## config.mk

```make
export PLATFORM = sky130hd
export DESIGN_NAME = rx_fifo_flat
export DESIGN_NICKNAME = d
export VERILOG_FILES = /design/src/rtl/spart_pkg.sv /design/src/rtl/rx_fifo_if.sv /design/src/rtl/spart_fifo_mem.sv /design/src/rtl/rx_fifo.sv /design/src/flat_wrapper.sv
export SDC_FILE = /design/constraint.sdc
export NUM_CORES = 1
export LEC_CHECK = 0
export CORE_MARGIN = 5
export CORE_UTILIZATION = 35
export DETAILED_ROUTE_END_ITERATION = 8
export GPL_TIMING_DRIVEN = 0
export RECOVER_POWER = 100
export SLEW_MARGIN = 5
export SYNTH_ARGS = -nofsm -noshare
export SYNTH_HDL_FRONTEND = slang
export SYNTH_SLANG_ARGS = --single-unit
export TNS_END_PERCENT = 50
```

## constraint.sdc

```tcl
create_clock -name clk -period 4.05 [get_ports clk]
set_input_delay 0.81 -clock clk [delete_from_list [all_inputs] [get_ports clk]]
set_output_delay 0.81 -clock clk [all_outputs]
set_load 0.01 [all_outputs]
```

## src/rtl/spart_pkg.sv

```systemverilog
// Shared mini-SPART definitions.
//   RX_FIFO_DEPTH : default receive buffer depth (entries)
//   BYTE_W        : serial character width
//   byte_t        : one character, used by rx, tx, the bus interface and the FIFO
package spart_pkg;

  localparam int unsigned RX_FIFO_DEPTH = 16;
  localparam int unsigned BYTE_W        = 8;

  typedef logic [BYTE_W-1:0] byte_t;

endpackage : spart_pkg

```

## src/rtl/rx_fifo_if.sv

```systemverilog
// Receive-FIFO handshake bundle between the UART receiver / bus interface
// (master side) and the rx_fifo (slave side).
//   rx_data, rda      : received byte and its data-available strobe/level
//   rd_en, clr_ovr    : pop request and overrun clear from the bus interface
//   rd_data           : show-ahead head byte (zero when empty)
//   empty, full       : occupancy flags
//   count             : stored byte count, 0..DEPTH
//   overrun           : sticky byte-dropped flag
interface rx_fifo_if #(
  parameter int unsigned AW = 4
);
  import spart_pkg::*;

  byte_t         rx_data;
  logic          rda;
  logic          rd_en;
  logic          clr_ovr;
  byte_t         rd_data;
  logic          empty;
  logic          full;
  logic [AW:0]   count;
  logic          overrun;

  modport master (
    output rx_data, rda, rd_en, clr_ovr,
    input  rd_data, empty, full, count, overrun
  );

  modport slave (
    input  rx_data, rda, rd_en, clr_ovr,
    output rd_data, empty, full, count, overrun
  );

endinterface : rx_fifo_if

```

## src/rtl/spart_fifo_mem.sv

```systemverilog
// DEPTH x byte register array: one synchronous write port, one asynchronous
// read port. Contents are deliberately not reset.
//   clk          : system clock
//   we, waddr,
//   wdata        : write port, written at the rising edge when we=1
//   raddr, rdata : combinational read port
module spart_fifo_mem
  import spart_pkg::*;
#(
  parameter int unsigned DEPTH = RX_FIFO_DEPTH,
  parameter int unsigned AW    = 4
) (
  input  logic          clk,
  input  logic          we,
  input  logic [AW-1:0] waddr,
  input  byte_t         wdata,
  input  logic [AW-1:0] raddr,
  output byte_t         rdata
);

  byte_t mem_q [DEPTH];

  always_ff @(posedge clk) begin
    if (we) begin
      mem_q[waddr] <= wdata;
    end
  end

  always_comb begin
    rdata = mem_q[raddr];
  end

endmodule : spart_fifo_mem

```

## src/rtl/rx_fifo.sv

```systemverilog
// Receive buffer between the UART receiver and the processor bus interface.
// Captures one byte per rising edge of rda into a circular FIFO; the bus side
// drains at its own pace. A push into a full FIFO (with no concurrent pop) is
// dropped and latches the sticky overrun flag.
//   clk : system clock
//   rst : synchronous, active-high reset
//   bus : rx_fifo_if slave modport (rx_data, rda, rd_en, clr_ovr in;
//         rd_data, empty, full, count, overrun out)
module rx_fifo
  import spart_pkg::*;
#(
  parameter int unsigned DEPTH = RX_FIFO_DEPTH,
  parameter int unsigned AW    = 4
) (
  input  logic      clk,
  input  logic      rst,
  rx_fifo_if.slave  bus
);

  localparam logic [AW:0] FULL_CNT = (AW+1)'(DEPTH);

  logic          rda_q,    rda_d;
  logic [AW-1:0] wr_ptr_q, wr_ptr_d;
  logic [AW-1:0] rd_ptr_q, rd_ptr_d;
  logic [AW:0]   count_q,  count_d;
  logic          overrun_q, overrun_d;

  logic  push, pop, do_push, drop;
  byte_t mem_rdata;

  always_comb begin
    push = bus.rda & ~rda_q;
    pop  = bus.rd_en & (count_q != '0);
    // A pop frees the slot this same edge, so a push into a full FIFO with a
    // concurrent pop is accepted (wr_ptr == rd_ptr; the old head is read
    // combinationally before the edge overwrites it).
    do_push = push & ((count_q != FULL_CNT) | pop);
    drop    = push & ~do_push;

    rda_d    = bus.rda;
    wr_ptr_d = do_push ? wr_ptr_q + AW'(1) : wr_ptr_q;
    rd_ptr_d = pop     ? rd_ptr_q + AW'(1) : rd_ptr_q;
    count_d  = count_q + (AW+1)'(do_push) - (AW+1)'(pop);

    overrun_d = overrun_q;
    if (bus.clr_ovr) overrun_d = 1'b0;
    if (drop)        overrun_d = 1'b1;
  end

  always_ff @(posedge clk) begin
    if (rst) begin
      rda_q     <= 1'b0;
      wr_ptr_q  <= '0;
      rd_ptr_q  <= '0;
      count_q   <= '0;
      overrun_q <= 1'b0;
    end else begin
      rda_q     <= rda_d;
      wr_ptr_q  <= wr_ptr_d;
      rd_ptr_q  <= rd_ptr_d;
      count_q   <= count_d;
      overrun_q <= overrun_d;
    end
  end

  spart_fifo_mem #(
    .DEPTH (DEPTH),
    .AW    (AW)
  ) u_mem (
    .clk   (clk),
    .we    (do_push & ~rst),
    .waddr (wr_ptr_q),
    .wdata (bus.rx_data),
    .raddr (rd_ptr_q),
    .rdata (mem_rdata)
  );

  always_comb begin
    bus.empty   = (count_q == '0);
    bus.full    = (count_q == FULL_CNT);
    bus.count   = count_q;
    bus.overrun = overrun_q;
    bus.rd_data = (count_q == '0) ? '0 : mem_rdata;
  end

endmodule : rx_fifo

```

## src/flat_wrapper.sv

```systemverilog
// flat-port wrapper written by rule: the top's interface ports become plain ports
module rx_fifo_flat import spart_pkg::*;
#(
  parameter int unsigned DEPTH = RX_FIFO_DEPTH,
  parameter int unsigned AW    = 4
)
  (clk, rst, bus_rx_data, bus_rda, bus_rd_en, bus_clr_ovr, bus_rd_data, bus_empty, bus_full, bus_count, bus_overrun);
  rx_fifo_if #(.AW(AW)) bus_i ();
  input  logic clk;
  input  logic rst;
  input wire logic [$bits(bus_i.rx_data)-1:0] bus_rx_data;
  input wire logic [$bits(bus_i.rda)-1:0] bus_rda;
  input wire logic [$bits(bus_i.rd_en)-1:0] bus_rd_en;
  input wire logic [$bits(bus_i.clr_ovr)-1:0] bus_clr_ovr;
  output wire logic [$bits(bus_i.rd_data)-1:0] bus_rd_data;
  output wire logic [$bits(bus_i.empty)-1:0] bus_empty;
  output wire logic [$bits(bus_i.full)-1:0] bus_full;
  output wire logic [$bits(bus_i.count)-1:0] bus_count;
  output wire logic [$bits(bus_i.overrun)-1:0] bus_overrun;
  assign bus_i.rx_data = bus_rx_data;
  assign bus_i.rda = bus_rda;
  assign bus_i.rd_en = bus_rd_en;
  assign bus_i.clr_ovr = bus_clr_ovr;
  assign bus_rd_data = bus_i.rd_data;
  assign bus_empty = bus_i.empty;
  assign bus_full = bus_i.full;
  assign bus_count = bus_i.count;
  assign bus_overrun = bus_i.overrun;
  rx_fifo #(.DEPTH(DEPTH), .AW(AW)) u_core (.clk(clk), .rst(rst), .bus(bus_i));
endmodule
```

==> results.py, run 1 <==
metrics = {
    "status": {
        "status": "finished clean",
    },
    "synth": {
        "syn_inst": 319,
        "yosysSeqAreaShare": 0.711,
        "synth_warnings": 0,
        "async_reset_ff_frac": 0,
        "synthFlopType": "edfxtp_1",
        "syn_area_sq_um": 5940,
        "ys_ff_latch": 147,
        "synth_cell_types": 34,
        "synth_edf_count": 128,
        "syn_area_per_cell_sq_um": 18.6,
        "synth_nets": 344,
    },
    "detailed_routing": {
        "viasPerCell": 4.82,
        "drt_pass1_iterations": 4,
        "remaining_drc_errors": 0,
        "routed_wl_mm": 11.4,
        "routedWlPerCell_um": 19.0,
        "detail-route-antenna-nets": 0,
        "vias": 2885,
        "drt_iter0_drc": 211,
    },
    "clock_tree": {
        "post_cts_buffers": 0,
        "cts.repair.resized": 0,
        "clock_latency_ps": 420,
        "cts-root-buf": "clkbuf_16",
        "cts.sink_count": 147,
        "htreeDepth": 4,
        "cts_buffer_depth": 2,
        "hold_buffers": 0,
        "cts_tree": "done",
        "cts_inserted_buffers": 17,
        "clk_pin_slew_ps": 50,
    },
    "pwr": {
        "p_sw_frac": 0.256,
        "p_switching_mw": 1.08,
        "power_frac_seq": 0.411,
        "p_total_mw": 4.21,
        "clkPwrFrac": 0.372,
        "p_leak_nw": 2.34,
        "combPwrFrac": 0.217,
        "vdd_drop_max_v": 0.000344,
        "power.internal_mw": 3.14,
        "powerDensity_nw_per_um2": 596,
    },
    "final_layout": {
        "diodes": 0,
        "area_delta_synth_final_pct": 19.1,
        "fin_nets": 390,
        "drive_gt1_frac": 0.177,
        "stdcell_count": 598,
        "design_area_sq_um": 7070,
    },
    "sta": {
        "final.min_clock_period_ps": 3710,
        "hold_violations": 0,
        "setup_violations": 0,
        "max_freq_mhz": 269,
        "setup_tns_ps": 0,
        "worstMarginPinSlew_ps": 1100,
        "rsz0062_at_grt": "no",
        "fin_crit_sh": 0.917,
        "relSlewSlack": 0.265,
        "whs_ps": 545,
        "maxSlewViolCount": 0,
        "skew_ps": 6.67,
    },
    "placed_design": {
        "post-dp-hpwl_mm": 7.16,
        "place.gp.congestion": 0.734,
        "numPlacedInstances": 566,
        "portBuffers": 27,
        "postPlaceCellArea_sq_um": 6480,
    },
    "critical_path": {
        "cp_cell_sequence": "clkbuf_1, buf_2, mux4_2, mux2_2, o21ai_0, a21oi_1, dlygate4sd3_1",
        "required_ps": 3240,
        "slowest_delay_ps": 640,
        "crit_slowest_cell": "dlygate4sd3_1",
        "path_class": "reg -> out",
        "setup.worst_path.end_class": "output port",
        "worst_setup_path_start_kind": "flip-flop",
        "worstPathArrival_ps": 2900,
        "cp_max_fo": 10,
    },
    "floorplanning": {
        "coreArea_sq_um": 16600,
        "std_cell_rows": 47,
        "start_util": 0.357,
        "dieArea_sq_um": 19700,
        "io_pins": 29,
        "die_h_um": 140,
        "die_w_um": 140,
    },
    "grt": {
        "antenna_found_initial": 0,
        "grt_pass1_vias": 3091,
        "grt_max_degree": 17,
        "grt.overflow.total": 0,
        "grt_pass1_wl_mm": 17.7,
        "grt_usage": 0.123,
    },
    "run": {
        "drv_cap": 0,
    },
    "min_path": {
        "hold_path.class": "reg -> reg",
    },
}
-- cell usage in the layout, fill, tap and decap left out, drive strengths merged, types with 10 or more instances in the layout --
cell,n
nor2,30
mux4,32
inv,14
edfxtp,128
a21oi,12
ha,11
clkbuf,26
mux2i,10
dfxtp,19
dlygate4sd3,23
-- power groups by stage --
stage / Sequential [mW] / Combinational (mW) / Clock, mW
6_report: 1.73 / 0.915 / 1.57
5_1_grt: 1.74 / 1.01 / 1.67
4_1_cts: 1.73 / 0.963 / 1.60
3_5_place_dp: 1.76 / 0.958 / 0
3_3_place_gp: 1.76 / 0.941 / 0
2_1_floorplan: 1.76 / 0.607 / 0
-- flip-flops by register name (all words and copies together) (netlist names), named ones only --
signal              count
u_core.bus.count        5
u_core.bus.overrun      1
u_core.rd_ptr_q         4
u_core.rda_q            1
u_core.u_mem.mem_q    128
u_core.wr_ptr_q         4
-- cells by family (layout without fill, tap and decap cells) --
family | after synthesis | count (layout) | share of synthesized area
multiplexers | 51 | 51 | 0.164
buffers and inverters | 26 | 85 | 0.0247
AND/OR/NAND/NOR | 51 | 51 | 0.0400
adder cells (fa/ha/maj) | 12 | 12 | 0.0265
AO/OA/AOI/OAI | 24 | 24 | 0.0221
flip-flops | 147 | 147 | 0.711
XOR/XNOR | 8 | 8 | 0.0118
-- stage by stage --
step | util | setup WS (ps)
global placement | 0.390 | 695
global route | 0.425 | 191
floorplan | - | 1160
CTS | 0.425 | 418
detailed placement | 0.390 | 686
finish | 0.425 | 336
-- routing by layer --
metal / part of all wire / wire, um / vias up / track usage
li1: - / - / 1347 / -
met1: 0.46 / 5210 / 1467 / 0.164
met2: 0.48 / 5450 / 58 / 0.191
met3: 0.046 / 525 / 13 / 0.0368
met4: 0.016 / 178 / 0 / 0.0490
met5: 0 / 0 / - / 0
-- layout make-up --
class / instances / area, sq um
Fill cell: 1442 / 9570
Sequential cell: 147 / 4220
Multi-Input combinational cell: 146 / 1570
Clock buffer: 19 / 433
Tap cell: 220 / 275
Timing Repair Buffer: 27 / 270
Clock inverter: 13 / 156
Buffer: 16 / 109
Inverter: 10 / 37.5
-- worst paths after layout --
path	end	cells past startpoint	slack, ps	startpoint
setup / recovery	bus_rd_data[1]	7	340	flip-flop
hold / removal	flip-flop	2	540	u_core.rd_ptr_q[3]$_SDFFE_PP0P_
setup reg to reg	u_core.bus.count[4]$_SDFF_PP0_	13	940	u_core.bus.count[2]$_SDFF_PP0_
hold reg to reg	flip-flop	2	540	u_core.rd_ptr_q[3]$_SDFFE_PP0P_
-- cells in the mapped netlist, types with 3 or more instances --
master,n,area share
a21oi_1,12,0.010
buf_2,5,0.0042
buf_6,3,0.0057
clkbuf_1,6,0.0038
dfxtp_1,19,0.064
edfxtp_1,128,0.65
ha_1,11,0.023
inv_1,10,0.0063
mux2_2,9,0.017
mux2i_1,10,0.017
mux4_1,13,0.058
mux4_2,19,0.072
nand2_1,5,0.0032
nor2_1,30,0.019
nor2b_1,6,0.0063
o21ai_0,4,0.0034
o21ai_1,4,0.0034
xnor2_1,4,0.0059
xor2_1,4,0.0059
-- worst max-delay path: cells and delay by family, from the launching register on --
kind            cells  cell delay, ps
buf+inv             3            1280
compound gates      2             270
flops               1             300
mux                 2             630
(Power assumes the default switching activity.)
==> run 2: changes to the inputs <==
--- a/config.mk
+++ b/config.mk
@@ -8,7 +8,6 @@
 export CORE_MARGIN = 5
 export CORE_UTILIZATION = 35
 export DETAILED_ROUTE_END_ITERATION = 8
-export GPL_TIMING_DRIVEN = 0
 export RECOVER_POWER = 100
 export SLEW_MARGIN = 5
 export SYNTH_ARGS = -nofsm -noshare
==> constraint.sdc (replaced) <==
create_clock -name clk -period 3.3 [get_ports clk]
set_input_delay 0.66 -clock clk [delete_from_list [all_inputs] [get_ports clk]]
set_output_delay 0.66 -clock clk [all_outputs]
set_load 0.01 [all_outputs]
==> run 2 against run 1 <==
Die area unchanged. Non-clock buffer count is 10 higher. Total power rose by 26%. Clock skew increased by 1.6 ps. Setup slack worse by 230 ps. Via count rose by 2.4%. Core utilization up 0.64 points. First-iteration DRC count down 1.4%. Count of clock-buffer cells in the layout decreased by 2. Sequential share of layout area fell by 0.85 points. Wire length down 0.97%.
==> results.py, run 2 (synthesis results as in run 1) <==
metrics = {
    "status": {
        "status": "finished clean",
    },
    "pwr": {
        "p_switching_mw": 1.29,
        "clkPwrFrac": 0.387,
        "p_sw_frac": 0.244,
        "combPwrFrac": 0.205,
        "power_frac_seq": 0.407,
        "powerDensity_nw_per_um2": 737,
        "vdd_drop_max_v": 0.000408,
        "power.internal_mw": 4.00,
        "p_leak_nw": 2.38,
    },
    "final_layout": {
        "fin_nets": 400,
        "area_delta_synth_final_pct": 20.9,
        "diodes": 0,
        "largest_register_ffs": 128,
        "fillers": 1442,
        "final_cell_mix": "edfxtp_1 (128), nor2_1 (30), clkbuf_1 (20)",
        "final_common_cell": "edfxtp_1",
        "drive_gt1_frac": 0.171,
        "top_register": "u_core.u_mem.mem_q",
    },
    "grt": {
        "grt.overflow.total": 0,
        "antenna_found_initial": 1,
        "grt_pass1_wl_mm": 17.5,
        "grt_max_degree": 19,
        "grt_pass1_vias": 3076,
        "grt_usage": 0.120,
    },
    "placed_design": {
        "place.gp.congestion": 0.730,
        "pre_cts_ws_ps": 253,
        "post-dp-hpwl_mm": 7.08,
        "portBuffers": 28,
    },
    "critical_path": {
        "cp_cell_sequence": "buf_12, mux4_1, mux2_2, o21ai_0, a21oi_1, clkdlybuf4s50_1",
        "crit_slowest_cell": "mux4_1",
        "cp_max_fo": 16,
        "required_ps": 2640,
        "r2r_slack_ps": 330,
        "setup.worst_path.end_class": "output port",
        "worst_setup_path_start_kind": "flip-flop",
        "slowest_delay_ps": 560,
        "worstPathArrival_ps": 2530,
        "critical_path_buf_inv_count": 2,
        "path_class": "reg -> out",
        "cp_top_family": "multiplexers",
        "rr_startpoint": "u_core.bus.count[2]$_SDFF_PP0_",
    },
    "clock_tree": {
        "htreeDepth": 4,
        "cts_buffer_depth": 2,
        "clk_pin_slew_ps": 60,
        "clock_latency_ps": 410,
        "cts_tree": "done",
        "cts-root-buf": "clkbuf_16",
        "cts_inserted_buffers": 17,
        "hold_buffers": 0,
        "cts.sink_count": 147,
    },
    "floorplanning": {
        "io_pins": 29,
        "coreArea_sq_um": 16600,
        "die_h_um": 140,
        "dieArea_sq_um": 19700,
        "start_util": 0.357,
        "die_w_um": 140,
        "std_cell_rows": 47,
    },
    "sta": {
        "worstMarginPinSlew_ps": 766,
        "max_freq_mhz": 313,
        "hold_violations": 0,
        "setup_violations": 0,
        "whs_ps": 530,
        "skew_ps": 8.29,
        "fin_crit_sh": 0.967,
        "final.min_clock_period_ps": 3190,
        "relSlewSlack": 0.489,
        "maxSlewViolCount": 0,
        "setup_tns_ps": 0,
        "rsz0062_at_grt": "no",
        "worst_slack_ps": 109,
    },
    "min_path": {
        "hold_path.class": "reg -> reg",
        "hold_start": "u_core.rd_ptr_q[3]$_SDFFE_PP0P_",
    },
    "detailed_routing": {
        "routedWlPerCell_um": 18.5,
        "drt_iter0_drc": 208,
        "drt_pass1_iterations": 4,
        "wl_met2_mm": 5.55,
        "detail-route-antenna-nets": 0,
        "met1_length_mm": 5.03,
        "met3_wirelength_um": 589,
        "vias": 2953,
        "remaining_drc_errors": 0,
        "viasPerCell": 4.86,
        "routed_wl_mm": 11.2,
        "top_layer": "met5",
    },
    "run": {
        "drv_cap": 0,
    },
}
run 2: cell count changes in the layout (fill, tap and decap cells not counted), sizes merged:
cell          delta
clkinvlp         +1
inv              -1
bufbuf           +1
dlymetal6s2s     +2
dlygate4sd3      -5
dlygate4sd2      +1
clkinv           -1
bufinv           +2
buf              -2
clkbuf          +11
run 2: path summary, 6_finish.rpt:
path         cells after the start                               to
max reg2reg                     12   u_core.bus.count[4]$_SDFF_PP0_
min reg2reg                      2  u_core.rd_ptr_q[3]$_SDFFE_PP0P_
min                              2  u_core.rd_ptr_q[3]$_SDFFE_PP0P_
max                              6                   bus_rd_data[6]
run 2: metal layers:
layer / GRT usage / vias to the layer above
li1: - / 1370
met1: 0.156 / 1517
met2: 0.189 / 58
met3: 0.0429 / 6
met4: 0.0367 / 2
met5: 0 / -
run 2: power groups by stage:
stage                     Combinational (mW)  Clock, mW  Sequential, mW
after global placement                  1.12          0            2.19
after global routing                    1.19       2.17            2.17
after CTS                               1.16       2.09            2.16
final                                   1.09       2.05            2.15
after detailed placement                1.13          0            2.19
after floorplan                        0.745          0            2.16
run 2: what timing repair did:
item	in CTS	in global routing
setup buffers	0	0
resized for setup	3	5
cloned	1	0
endpoints found under the setup margin	7	5
run 2: cell type report:
cell class / instances / area, sq um / area share
clock buffer: 17 / 425 / 0.0593
clock inverter: 14 / 208 / 0.0289
inverter: 10 / 37.5 / 0.00523
multi-input combinational: 146 / 1570 / 0.218
sequential: 147 / 4230 / 0.589
tap: 220 / 275 / 0.0383
timing repair buffer: 53 / 439 / 0.0612
run 2: worst reg2reg max path, delay by kind of cell (launching register included):
kind                       cells  cell delay, ps
and+or+nand+nor                4            1100
adders and majority gates      4            1070
buffers and inverters          2             120
AOI/OAI and AO/OA              2             280
DFF                            1             330
run 2: stage by stage:
stage               utilization  total power, mW  cell area, sq um  std cells
floorplan                     -             2.91              5940        319
global placement          0.396             3.30              6590        575
detailed placement        0.396             3.32              6590        575
CTS                       0.436             5.41              7260        607
global route              0.431             5.53              7180        607
finish                    0.431             5.29              7180        607
